File: config.mk
export PLATFORM = sky130hd
export DESIGN_NAME = alu_op_sequencer_flat
export DESIGN_NICKNAME = d
export VERILOG_FILES = /design/src/rtl/alu_pkg.sv /design/src/rtl/alu_op_sequencer_if.sv /design/src/rtl/alu_rsp_fifo.sv /design/src/rtl/alu_op_sequencer.sv /design/src/flat_wrapper.sv
export SDC_FILE = /design/constraint.sdc
export NUM_CORES = 1
export LEC_CHECK = 0
export CORE_ASPECT_RATIO = 1.2
export CORE_UTILIZATION = 49
export CTS_BUF_LIST = sky130_fd_sc_hd__clkbuf_4 sky130_fd_sc_hd__clkbuf_8
export DETAILED_ROUTE_END_ITERATION = 10
export MAX_ROUTING_LAYER = met4
export PLACE_DENSITY = 0.87
export SYNTH_ARGS = -nofsm -noshare
export SYNTH_HDL_FRONTEND = slang
export SYNTH_SLANG_ARGS = --single-unit
File: constraint.sdc
create_clock -name clk -period 2.74 [get_ports clk]
set_input_delay 0.274 -clock clk [delete_from_list [all_inputs] [get_ports clk]]
set_output_delay 0.274 -clock clk [all_outputs]
set_load 0.005 [all_outputs]
File: src/rtl/alu_pkg.sv
// Shared definitions for the ALU command sequencer: op encodings, response
// width, FSM state type, FIFO entry layout and the result packing helper.
package alu_pkg;

  localparam logic [1:0] OP_ADD = 2'b00;
  localparam logic [1:0] OP_SUB = 2'b01;
  localparam logic [1:0] OP_CMP = 2'b10;
  localparam logic [1:0] OP_AND = 2'b11;

  localparam int unsigned RSP_W   = 5;
  localparam int unsigned ENTRY_W = 1 + 2 + RSP_W;

  typedef enum logic {IDLE = 1'b0, EXEC = 1'b1} state_t;

  // One buffered response: {err, op, data}
  typedef struct packed {
    logic             err;
    logic [1:0]       op;
    logic [RSP_W-1:0] data;
  } rsp_entry_t;

  // Select and pack the ALU output group belonging to op
  function automatic logic [RSP_W-1:0] pack_result(
    input logic [1:0] op,
    input logic [3:0] y_add,
    input logic [3:0] y_sub,
    input logic [3:0] y_and,
    input logic       c_add,
    input logic       c_sub,
    input logic       agb,
    input logic       aeb,
    input logic       alb
  );
    logic [RSP_W-1:0] r;
    r = '0;
    case (op)
      OP_ADD:  r = {c_add, y_add};
      OP_SUB:  r = {c_sub, y_sub};
      OP_CMP:  r = {2'b00, agb, aeb, alb};
      default: r = {1'b0, y_and};
    endcase
    return r;
  endfunction

endpackage

File: src/rtl/alu_op_sequencer_if.sv
// Command and response handshake bundle of the ALU sequencer.
//   master: command producer / response consumer
//   slave : the sequencer (accepts commands, offers responses)
interface alu_op_sequencer_if;
  import alu_pkg::*;

  logic             cmd_valid;
  logic             cmd_ready;
  logic [1:0]       cmd_op;
  logic [3:0]       cmd_a;
  logic [3:0]       cmd_b;

  logic             rsp_valid;
  logic             rsp_ready;
  logic [1:0]       rsp_op;
  logic [RSP_W-1:0] rsp_data;
  logic             rsp_err;

  modport master (
    output cmd_valid, cmd_op, cmd_a, cmd_b, rsp_ready,
    input  cmd_ready, rsp_valid, rsp_op, rsp_data, rsp_err
  );

  modport slave (
    input  cmd_valid, cmd_op, cmd_a, cmd_b, rsp_ready,
    output cmd_ready, rsp_valid, rsp_op, rsp_data, rsp_err
  );
endinterface

File: src/rtl/alu_rsp_fifo.sv
// Response FIFO, DEPTH entries (power of two), synchronous active-low reset.
// Ports: push/wdata write, pop/rdata read head, count/full/empty status.
// A push into an empty FIFO is not bypassed; the head appears next cycle.
module alu_rsp_fifo #(
  parameter  int unsigned DEPTH = 2,
  parameter  int unsigned WIDTH = 8,
  localparam int unsigned PW    = (DEPTH > 1) ? $clog2(DEPTH) : 1,
  localparam int unsigned CW    = $clog2(DEPTH + 1)
) (
  input  logic             clk,
  input  logic             rst_n,
  input  logic             push,
  input  logic [WIDTH-1:0] wdata,
  input  logic             pop,
  output logic [WIDTH-1:0] rdata,
  output logic [CW-1:0]    count,
  output logic             full,
  output logic             empty
);

  logic [WIDTH-1:0] mem [DEPTH];
  logic [PW-1:0]    wr_ptr;
  logic [PW-1:0]    rd_ptr;
  logic             do_push;
  logic             do_pop;

  assign full    = (count == CW'(DEPTH));
  assign empty   = (count == '0);
  assign do_push = push && !full;
  assign do_pop  = pop && !empty;
  assign rdata   = mem[rd_ptr];

  // Pointers wrap naturally at DEPTH since DEPTH is a power of two
  always_ff @(posedge clk) begin
    if (!rst_n) begin
      wr_ptr <= '0;
      rd_ptr <= '0;
      count  <= '0;
    end else begin
      if (do_push) wr_ptr <= wr_ptr + PW'(1);
      if (do_pop)  rd_ptr <= rd_ptr + PW'(1);
      if (do_push && !do_pop)      count <= count + CW'(1);
      else if (do_pop && !do_push) count <= count - CW'(1);
    end
  end

  // Storage needs no reset; entries are only read while count > 0
  always_ff @(posedge clk) begin
    if (do_push) mem[wr_ptr] <= wdata;
  end

endmodule

File: src/rtl/alu_op_sequencer.sv
// Command front-end and result collector for the 4-bit ALU.
// Ports: clk, rst_n (sync, active-low); bus (cmd/rsp handshakes);
//   alu_s/alu_a/alu_b registered ALU select and operands;
//   alu_y_*/alu_carry_*/alu_agb/aeb/alb ALU result groups sampled in EXEC.
module alu_op_sequencer
  import alu_pkg::*;
#(
  parameter int unsigned DEPTH = 2
) (
  input  logic       clk,
  input  logic       rst_n,
  alu_op_sequencer_if.slave bus,
  output logic [1:0] alu_s,
  output logic [3:0] alu_a,
  output logic [3:0] alu_b,
  input  logic [3:0] alu_y_add,
  input  logic [3:0] alu_y_sub,
  input  logic [3:0] alu_y_and,
  input  logic       alu_carry_add,
  input  logic       alu_carry_sub,
  input  logic       alu_agb,
  input  logic       alu_aeb,
  input  logic       alu_alb
);

  localparam int unsigned CW = $clog2(DEPTH + 1);

  state_t          state;
  state_t          state_nx;
  logic            ready_c;
  logic            accept_c;
  logic            push_c;
  logic [CW-1:0]   count;
  logic            full;
  logic            empty;
  logic [1:0]      flag_sum;
  rsp_entry_t      wr_entry;
  logic [ENTRY_W-1:0] head_bits;
  rsp_entry_t      head;

  // State register
  always_ff @(posedge clk) begin
    if (!rst_n) state <= IDLE;
    else        state <= state_nx;
  end

  // Next state and handshake controls; ready depends only on registered state
  always_comb begin
    state_nx = state;
    ready_c  = 1'b0;
    accept_c = 1'b0;
    push_c   = 1'b0;
    case (state)
      IDLE: begin
        ready_c  = (count < CW'(DEPTH));
        accept_c = bus.cmd_valid && ready_c;
        if (accept_c) state_nx = EXEC;
      end
      EXEC: begin
        push_c   = 1'b1;
        state_nx = IDLE;
      end
      default: state_nx = IDLE;
    endcase
  end

  // ALU select/operands, loaded only on accept and held otherwise
  always_ff @(posedge clk) begin
    if (!rst_n) begin
      alu_s <= '0;
      alu_a <= '0;
      alu_b <= '0;
    end else if (accept_c) begin
      alu_s <= bus.cmd_op;
      alu_a <= bus.cmd_a;
      alu_b <= bus.cmd_b;
    end
  end

  // Compare flags must be exactly one-hot; anything else is flagged
  assign flag_sum = 2'(alu_agb) + 2'(alu_aeb) + 2'(alu_alb);

  always_comb begin
    wr_entry      = '0;
    wr_entry.op   = alu_s;
    wr_entry.data = pack_result(alu_s, alu_y_add, alu_y_sub, alu_y_and,
                                alu_carry_add, alu_carry_sub,
                                alu_agb, alu_aeb, alu_alb);
    wr_entry.err  = (alu_s == OP_CMP) && (flag_sum != 2'd1);
  end

  alu_rsp_fifo #(
    .DEPTH (DEPTH),
    .WIDTH (ENTRY_W)
  ) u_fifo (
    .clk   (clk),
    .rst_n (rst_n),
    .push  (push_c),
    .wdata (wr_entry),
    .pop   (bus.rsp_valid && bus.rsp_ready),
    .rdata (head_bits),
    .count (count),
    .full  (full),
    .empty (empty)
  );

  assign head          = rsp_entry_t'(head_bits);
  assign bus.cmd_ready = ready_c;
  assign bus.rsp_valid = !empty;
  assign bus.rsp_op    = head.op;
  assign bus.rsp_data  = head.data;
  assign bus.rsp_err   = head.err;

  // Accept is gated on free space, so a write never meets a full FIFO
  assert property (@(posedge clk) disable iff (!rst_n) !(push_c && full));

endmodule

File: src/flat_wrapper.sv
// flat-port wrapper written by rule: the top's interface ports become plain ports
module alu_op_sequencer_flat import alu_pkg::*;
#(
  parameter int unsigned DEPTH = 2
)
  (clk, rst_n, alu_s, alu_a, alu_b, alu_y_add, alu_y_sub, alu_y_and, alu_carry_add, alu_carry_sub, alu_agb, alu_aeb, alu_alb, bus_cmd_valid, bus_cmd_op, bus_cmd_a, bus_cmd_b, bus_rsp_ready, bus_cmd_ready, bus_rsp_valid, bus_rsp_op, bus_rsp_data, bus_rsp_err);
  alu_op_sequencer_if bus_i ();
  input  logic clk;
  input  logic rst_n;
  output logic [1:0] alu_s;
  output logic [3:0] alu_a;
  output logic [3:0] alu_b;
  input  logic [3:0] alu_y_add;
  input  logic [3:0] alu_y_sub;
  input  logic [3:0] alu_y_and;
  input  logic alu_carry_add;
  input  logic alu_carry_sub;
  input  logic alu_agb;
  input  logic alu_aeb;
  input  logic alu_alb;
  input wire logic [$bits(bus_i.cmd_valid)-1:0] bus_cmd_valid;
  input wire logic [$bits(bus_i.cmd_op)-1:0] bus_cmd_op;
  input wire logic [$bits(bus_i.cmd_a)-1:0] bus_cmd_a;
  input wire logic [$bits(bus_i.cmd_b)-1:0] bus_cmd_b;
  input wire logic [$bits(bus_i.rsp_ready)-1:0] bus_rsp_ready;
  output wire logic [$bits(bus_i.cmd_ready)-1:0] bus_cmd_ready;
  output wire logic [$bits(bus_i.rsp_valid)-1:0] bus_rsp_valid;
  output wire logic [$bits(bus_i.rsp_op)-1:0] bus_rsp_op;
  output wire logic [$bits(bus_i.rsp_data)-1:0] bus_rsp_data;
  output wire logic [$bits(bus_i.rsp_err)-1:0] bus_rsp_err;
  assign bus_i.cmd_valid = bus_cmd_valid;
  assign bus_i.cmd_op = bus_cmd_op;
  assign bus_i.cmd_a = bus_cmd_a;
  assign bus_i.cmd_b = bus_cmd_b;
  assign bus_i.rsp_ready = bus_rsp_ready;
  assign bus_cmd_ready = bus_i.cmd_ready;
  assign bus_rsp_valid = bus_i.rsp_valid;
  assign bus_rsp_op = bus_i.rsp_op;
  assign bus_rsp_data = bus_i.rsp_data;
  assign bus_rsp_err = bus_i.rsp_err;
  alu_op_sequencer #(.DEPTH(DEPTH)) u_core (.clk(clk), .rst_n(rst_n), .bus(bus_i), .alu_s(alu_s), .alu_a(alu_a), .alu_b(alu_b), .alu_y_add(alu_y_add), .alu_y_sub(alu_y_sub), .alu_y_and(alu_y_and), .alu_carry_add(alu_carry_add), .alu_carry_sub(alu_carry_sub), .alu_agb(alu_agb), .alu_aeb(alu_aeb), .alu_alb(alu_alb));
endmodule
==> results of run 1 <==
==> layout make-up <==
type | count | area, um^2
Timing Repair Buffer | 51 | 508
Inverter | 4 | 15.0
Clock buffer | 8 | 60.1
Tap cell | 33 | 41.3
Sequential cell | 32 | 801
Fill cell | 190 | 678
Multi-Input combinational cell | 60 | 499
==> critical path: stages, from the launching register on <==
cell and delay (ns):
dfxtp_1 0.53, mux2_2 0.39, clkdlybuf4s50_1 0.44
==> where the power goes <==
group	internal, W	leakage (nW)	switching (W)
Sequential	0.000598	0.279	0.0000781
Combinational	0.000331	0.414	0.000188
Clock	0.000132	0.0368	0.000137
==> final timing paths <==
kind,startpoint,to,slack (ns),depth (start not counted)
setup / recovery,flop,bus_rsp_err,0.79,2
hold / removal,u_core.alu_a[0],u_core.alu_a[0],0.52,2
setup reg to reg,u_core.u_fifo.count[1],u_core.u_fifo.count[1],1.08,6
hold reg to reg,u_core.alu_a[0],u_core.alu_a[0],0.52,2
==> state kept, by name, summed over array words and instances (netlist names), named ones only <==
name / flops
u_core.u_fifo.mem: 16
u_core.alu_a: 4
u_core.alu_b: 4
u_core.alu_s: 2
u_core.u_fifo.count: 2
u_core.state: 1
u_core.u_fifo.rd_ptr: 1
u_core.u_fifo.wr_ptr: 1
==> Yosys cell counts <==
| cell | count | area [um^2] |
|---|---|---|
| ha_1 | 1 | 12.5 |
| a21oi_1 | 2 | 10.0 |
| nor2_1 | 17 | 63.8 |
| edfxtp_1 | 16 | 480 |
| nor3b_2 | 1 | 12.5 |
| mux2_2 | 9 | 101 |
| a22o_1 | 1 | 8.76 |
| and2_2 | 1 | 7.51 |
| dfxtp_1 | 16 | 320 |
| nor2b_1 | 1 | 6.26 |
| or3_1 | 1 | 6.26 |
| nand2b_1 | 1 | 6.26 |
| xor2_1 | 3 | 26.3 |
| nand2_1 | 1 | 3.75 |
| buf_4 | 3 | 22.5 |
| nand3_1 | 1 | 5.00 |
| o21ai_0 | 2 | 10.0 |
| buf_6 | 2 | 22.5 |
| nor3b_1 | 1 | 7.51 |
| buf_2 | 1 | 5.00 |
| inv_1 | 4 | 15.0 |
| fa_1 | 1 | 20.0 |
| mux4_2 | 3 | 67.6 |
| or2_2 | 1 | 6.26 |
| a21o_1 | 1 | 7.51 |
| clkbuf_1 | 1 | 3.75 |
| mux2i_1 | 11 | 110 |
==> layout by cell type (no fill, tap or decap), types with 2 or more instances in the layout <==
cell and instances:
xor2_1 3, mux2_2 9, o21ai_0 2, mux4_2 3, mux2i_1 11, a21oi_1 2
inv_1 4, nor2_1 17, clkdlybuf4s50_1 50, clkbuf_4 8, edfxtp_1 16, dfxtp_1 16
==> layer usage <==
| layer | vias to the layer above | wire length (um) |
|---|---|---|
| li1 | 465 | - |
| met1 | 437 | 1050 |
| met2 | 47 | 1470 |
| met3 | 8 | 191 |
| met4 | 0 | 53 |
| met5 | - | 0 |
==> through the flow <==
| stage | hold WS, ns | instance area (um^2) | utilization, % | instances |
|---|---|---|---|---|
| 2_1_floorplan | 0.410 | 1370 | - | 103 |
| 3_3_place_gp | 0.477 | 1860 | 71.6 | 180 |
| 3_5_place_dp | 0.493 | 1860 | 71.6 | 180 |
| 4_1_cts | 0.521 | 1920 | 73.9 | 188 |
| 5_1_grt | 0.539 | 1920 | 73.9 | 188 |
| 6_report | 0.519 | 1920 | 73.9 | 188 |
==> cells by family (layout without fill, tap and decap cells) <==
group / Yosys count / count (layout) / synth area share (%)
AO/OA/AOI/OAI: 6 / 6 / 2.65
XOR/XNOR: 3 / 3 / 1.92
adder cells (fa/ha/maj): 2 / 2 / 2.38
buffers and inverters: 11 / 63 / 5.03
flip-flops: 32 / 32 / 58.5
multiplexers: 23 / 23 / 20.4
AND/OR/NAND/NOR: 26 / 26 / 9.14
==> results.sh, run 1 <==
export IMPL_worst_slack_ns=0.790
export IMPL_max_freq_ghz=0.513
export IMPL_period_share_pct=71.2
export IMPL_grt_max_degree=16
export IMPL_status="complete, no violations"
export IMPL_die_area_mm2=0.00301
export IMPL_grt_pass1_vias=1035
export IMPL_drv_slew=0
export IMPL_postRouteAntennaNets=0
export IMPL_drc=0
export IMPL_cts_resized=0
export IMPL_viasPerCell=5.09
export IMPL_cp_data_required_time_ns=2.47
export IMPL_n_antenna_cell=0
export IMPL_worstSetupPathType="flop to output pin"
export IMPL_grt_pass1_wl_mm=4.49
export IMPL_syn_nets=136
export IMPL_grtUsageMet3_pct=5.09
export IMPL_p_total_w=0.00146
export IMPL_worst_slew_pin_slew_ns=0.688
export IMPL_io_buffers=50
export IMPL_synth_avg_cell_area_um2=13.3
export IMPL_powerDensity_mw_per_mm2=761
export IMPL_ctsRootBufferMaster="clkbuf_4"
export IMPL_clk_pin_slew_ns=0.09
export IMPL_top_usage_layer="met2"
export IMPL_drt_pass1_iter_count=3
export IMPL_detail_route_iter0_violations=7
export IMPL_drv_cap=0
export IMPL_crit_path_max_fanout=8
export IMPL_cts_made_buffers=5
export IMPL_grtUsageMet1_pct=20.7
export IMPL_antenna_found_initial=0
export IMPL_area_growth_pct=40.6
export IMPL_place_gp_congestion=0.665
export IMPL_drive_gt1_share_pct=15.5
export IMPL_critPathArrivalTime_ns=1.68
export IMPL_netlist_instances=103
export IMPL_ys_seq_area_share_pct=58.5
export IMPL_yosys_warnings=0
export IMPL_cts_tree="built"
export IMPL_vias=957
export IMPL_rsz0062_at_grt="false"
export IMPL_syn_cell_area_mm2=0.00137
export IMPL_clock_skew_ns=0.00877
export IMPL_wirelength_mm=2.77
export IMPL_synth_seq_cells=32
export IMPL_initial_core_util_pct=52.6
export IMPL_hold_path_class="flop to flop"
export IMPL_coreArea_mm2=0.00260
export IMPL_slew_limit_headroom_pct=54.0
export IMPL_period_minus_slack_ns=1.95
export IMPL_cts_buffer_depth=2
export IMPL_hpwlAfterDp_mm=2.13
export IMPL_peakVddDrop_v=0.000506
export IMPL_power_leakage_nw=0.730
export IMPL_fin_nets=187
export IMPL_htreeDepth=2
export IMPL_hold_viol_final=0
export IMPL_wl_per_cell_um=14.7
export IMPL_clock_latency_ns=0.32
export IMPL_setup_tns_ns=0
export IMPL_die_width_um=50.3
export IMPL_grt_use_total_pct=21.7
export IMPL_rows=20
export IMPL_setup_violations=0
export IMPL_yosysUniqueCellTypes=27
export IMPL_cts_hold_buf=0
export IMPL_fp_dieH_um=59.9
export IMPL_critPathCaptureType="output pin"
export IMPL_pre_cts_ws_ns=0.943
export IMPL_numClockSinks=32
export IMPL_grt_overflow_total=0
export IMPL_start_kind="flop"
export IMPL_cts_setup_buffers=0
export IMPL_boundaryPins=51
export IMPL_use_met2_pct=41.0
(Power assumes the default switching activity.)
==> run 2, diff against run 1 <==
Settings changed: CORE_UTILIZATION 49 to 45, PLACE_DENSITY 0.87 to 0.81.
Clock period 2.74 ns to 1.97 ns, I/O delays scaled along.
==> run 2 against run 1 <==
Compared with the run above:
- wire length hardly changed
- total power rose by 41%
- worst setup slack worse by 0.60 ns
- final cell count grew 1.1%
- sequential power up 39%
- clock power up 51%
- final area grew 0.84%
- sequential share of layout area down 0.28 points
- sequential cell count stayed put
- non-clock buffer count grew 1
- clock-buffer cell count stayed put
- critical endpoint is now bus_rsp_data[2]
==> results.sh, run 2 (same netlist as run 1, synthesis figures left out) <==
export IMPL_status="complete, no violations"
export IMPL_drv_cap=0
export IMPL_cts_resized=0
export IMPL_vias=954
export IMPL_cts_hold_buf=0
export IMPL_cts_setup_buffers=0
export IMPL_cts_tree="built"
export IMPL_cp_data_required_time_ns=1.77
export IMPL_path_buf_inv=1
export IMPL_fin_cells=190
export IMPL_largest_reg_flops=16
export IMPL_hold_path_class="primary input to flop"
export IMPL_slew_limit_headroom_pct=68.4
export IMPL_die_area_mm2=0.00327
export IMPL_cts_buffer_depth=2
export IMPL_die_width_um=52.3
export IMPL_cp_cell_sequence="mux2_2 > clkdlybuf4s50_1"
export IMPL_wirelength_mm=2.77
export IMPL_setup_violations=0
export IMPL_power_switching_w=0.000571
export IMPL_grt_max_degree=16
export IMPL_worstSetupPathType="flop to output pin"
export IMPL_power_leakage_nw=0.739
export IMPL_critPathCaptureType="output pin"
export IMPL_fin_nets=188
export IMPL_io_buffers=50
export IMPL_rows=21
export IMPL_pwr_share_seq_pct=45.6
export IMPL_max_freq_ghz=0.561
export IMPL_rsz0062_at_grt="false"
export IMPL_max_flop_register="u_core.u_fifo.mem"
export IMPL_layout_commonest_cell="clkdlybuf4s50_1"
export IMPL_path_delay_family="buffers and inverters"
export IMPL_powerDensity_mw_per_mm2=1070
export IMPL_ctsRootBufferMaster="clkbuf_4"
export IMPL_n_antenna_cell=0
export IMPL_cp_slowest_stage_delay_ns=0.45
export IMPL_grt_use_total_pct=19.1
export IMPL_wl_per_cell_um=14.6
export IMPL_reg_top3="u_core.u_fifo.mem: 16 flops, u_core.alu_a: 4 flops, u_core.alu_b: 4 flops"
export IMPL_drc=0
export IMPL_drive_gt1_share_pct=16.7
export IMPL_clk_pin_slew_ns=0.09
export IMPL_period_minus_slack_ns=1.78
export IMPL_clockPowerShare_pct=19.6
export IMPL_coreArea_mm2=0.00284
export IMPL_dp_cells=182
export IMPL_detail_route_iter0_violations=7
export IMPL_r2r_cells=6
export IMPL_final_cell_mix="clkdlybuf4s50_1 (50), nor2_1 (17), edfxtp_1 (16)"
export IMPL_start_kind="flop"
export IMPL_place_gp_congestion=0.690
export IMPL_crit_path_max_fanout=8
export IMPL_pwr_share_comb_pct=34.8
export IMPL_drt_pass1_iter_count=4
export IMPL_clock_latency_ns=0.32
export IMPL_worst_slew_pin_slew_ns=0.473
export IMPL_slowest_stage="clkdlybuf4s50_1"
export IMPL_grt_pass1_vias=1022
export IMPL_initial_core_util_pct=48.2
export IMPL_clock_skew_ns=0.00577
export IMPL_peakVddDrop_v=0.000816
export IMPL_grt_pass1_wl_mm=4.41
export IMPL_fillers=241
export IMPL_switching_share_pct=27.6
export IMPL_hold_viol_final=0
export IMPL_antenna_found_initial=0
export IMPL_period_share_pct=90.5
export IMPL_critPathArrivalTime_ns=1.59
export IMPL_worstSetupPathDepth=2
export IMPL_htreeDepth=2
export IMPL_cts_made_buffers=5
export IMPL_fp_dieH_um=62.4
export IMPL_hpwlAfterDp_mm=2.08
export IMPL_postRouteAntennaNets=0
export IMPL_setup_tns_ns=0
export IMPL_grt_overflow_total=0
export IMPL_boundaryPins=51
export IMPL_drv_slew=0
export IMPL_p_int_w=0.00150
export IMPL_area_growth_pct=41.8
export IMPL_numClockSinks=32
export IMPL_viasPerCell=5.02
export IMPL_hold_depth=2
==> run 2: power by group through the flow <==
stage | registers, W | clock network [W] | logic, W
2_1_floorplan | 0.000902 | 0 | 0.000438
3_3_place_gp | 0.000949 | 0 | 0.000702
3_5_place_dp | 0.000957 | 0 | 0.000726
4_1_cts | 0.000943 | 0.000418 | 0.000733
5_1_grt | 0.000963 | 0.000445 | 0.000788
6_report | 0.000943 | 0.000406 | 0.000721
==> run 2: final timing paths <==
kind                           from                     end  slack, ns
max                            flop         bus_rsp_data[2]       0.19
min                           rst_n            u_core.state       0.49
max reg2reg  u_core.u_fifo.count[1]  u_core.u_fifo.count[1]       0.37
min reg2reg         u_core.alu_b[1]         u_core.alu_b[1]       0.52
==> run 2: final cells by class <==
type | count | area (um^2) | share of cell area (%)
Inverter | 4 | 15.0 | 0.774
Timing Repair Buffer | 52 | 515 | 26.6
Clock buffer | 8 | 66.3 | 3.42
Multi-Input combinational cell | 60 | 499 | 25.7
Tap cell | 34 | 42.5 | 2.19
Sequential cell | 32 | 802 | 41.3
==> run 2: through the flow <==
stage / hold slack [ns] / power (W) / utilization [%] / instance area (um^2) / setup WS [ns]
after global routing: 0.475 / 0.00220 / 68.4 / 1940 / 0.109
after global placement: 0.476 / 0.00165 / 66.0 / 1870 / 0.298
final: 0.486 / 0.00207 / 68.4 / 1940 / 0.188
after floorplan: 0.333 / 0.00134 / - / 1370 / 0.517
after detailed placement: 0.495 / 0.00168 / 66.0 / 1870 / 0.156
after CTS: 0.470 / 0.00209 / 68.3 / 1940 / 0.0453
==> run 2: layer usage <==
metal | routed length (um) | GRT usage (%) | vias up
li1 | - | - | 468
met1 | 1070 | 19.8 | 433
met2 | 1370 | 32.4 | 51
met3 | 307 | 8.03 | 2
met4 | 13 | 4.93 | 0
met5 | 0 | - | -
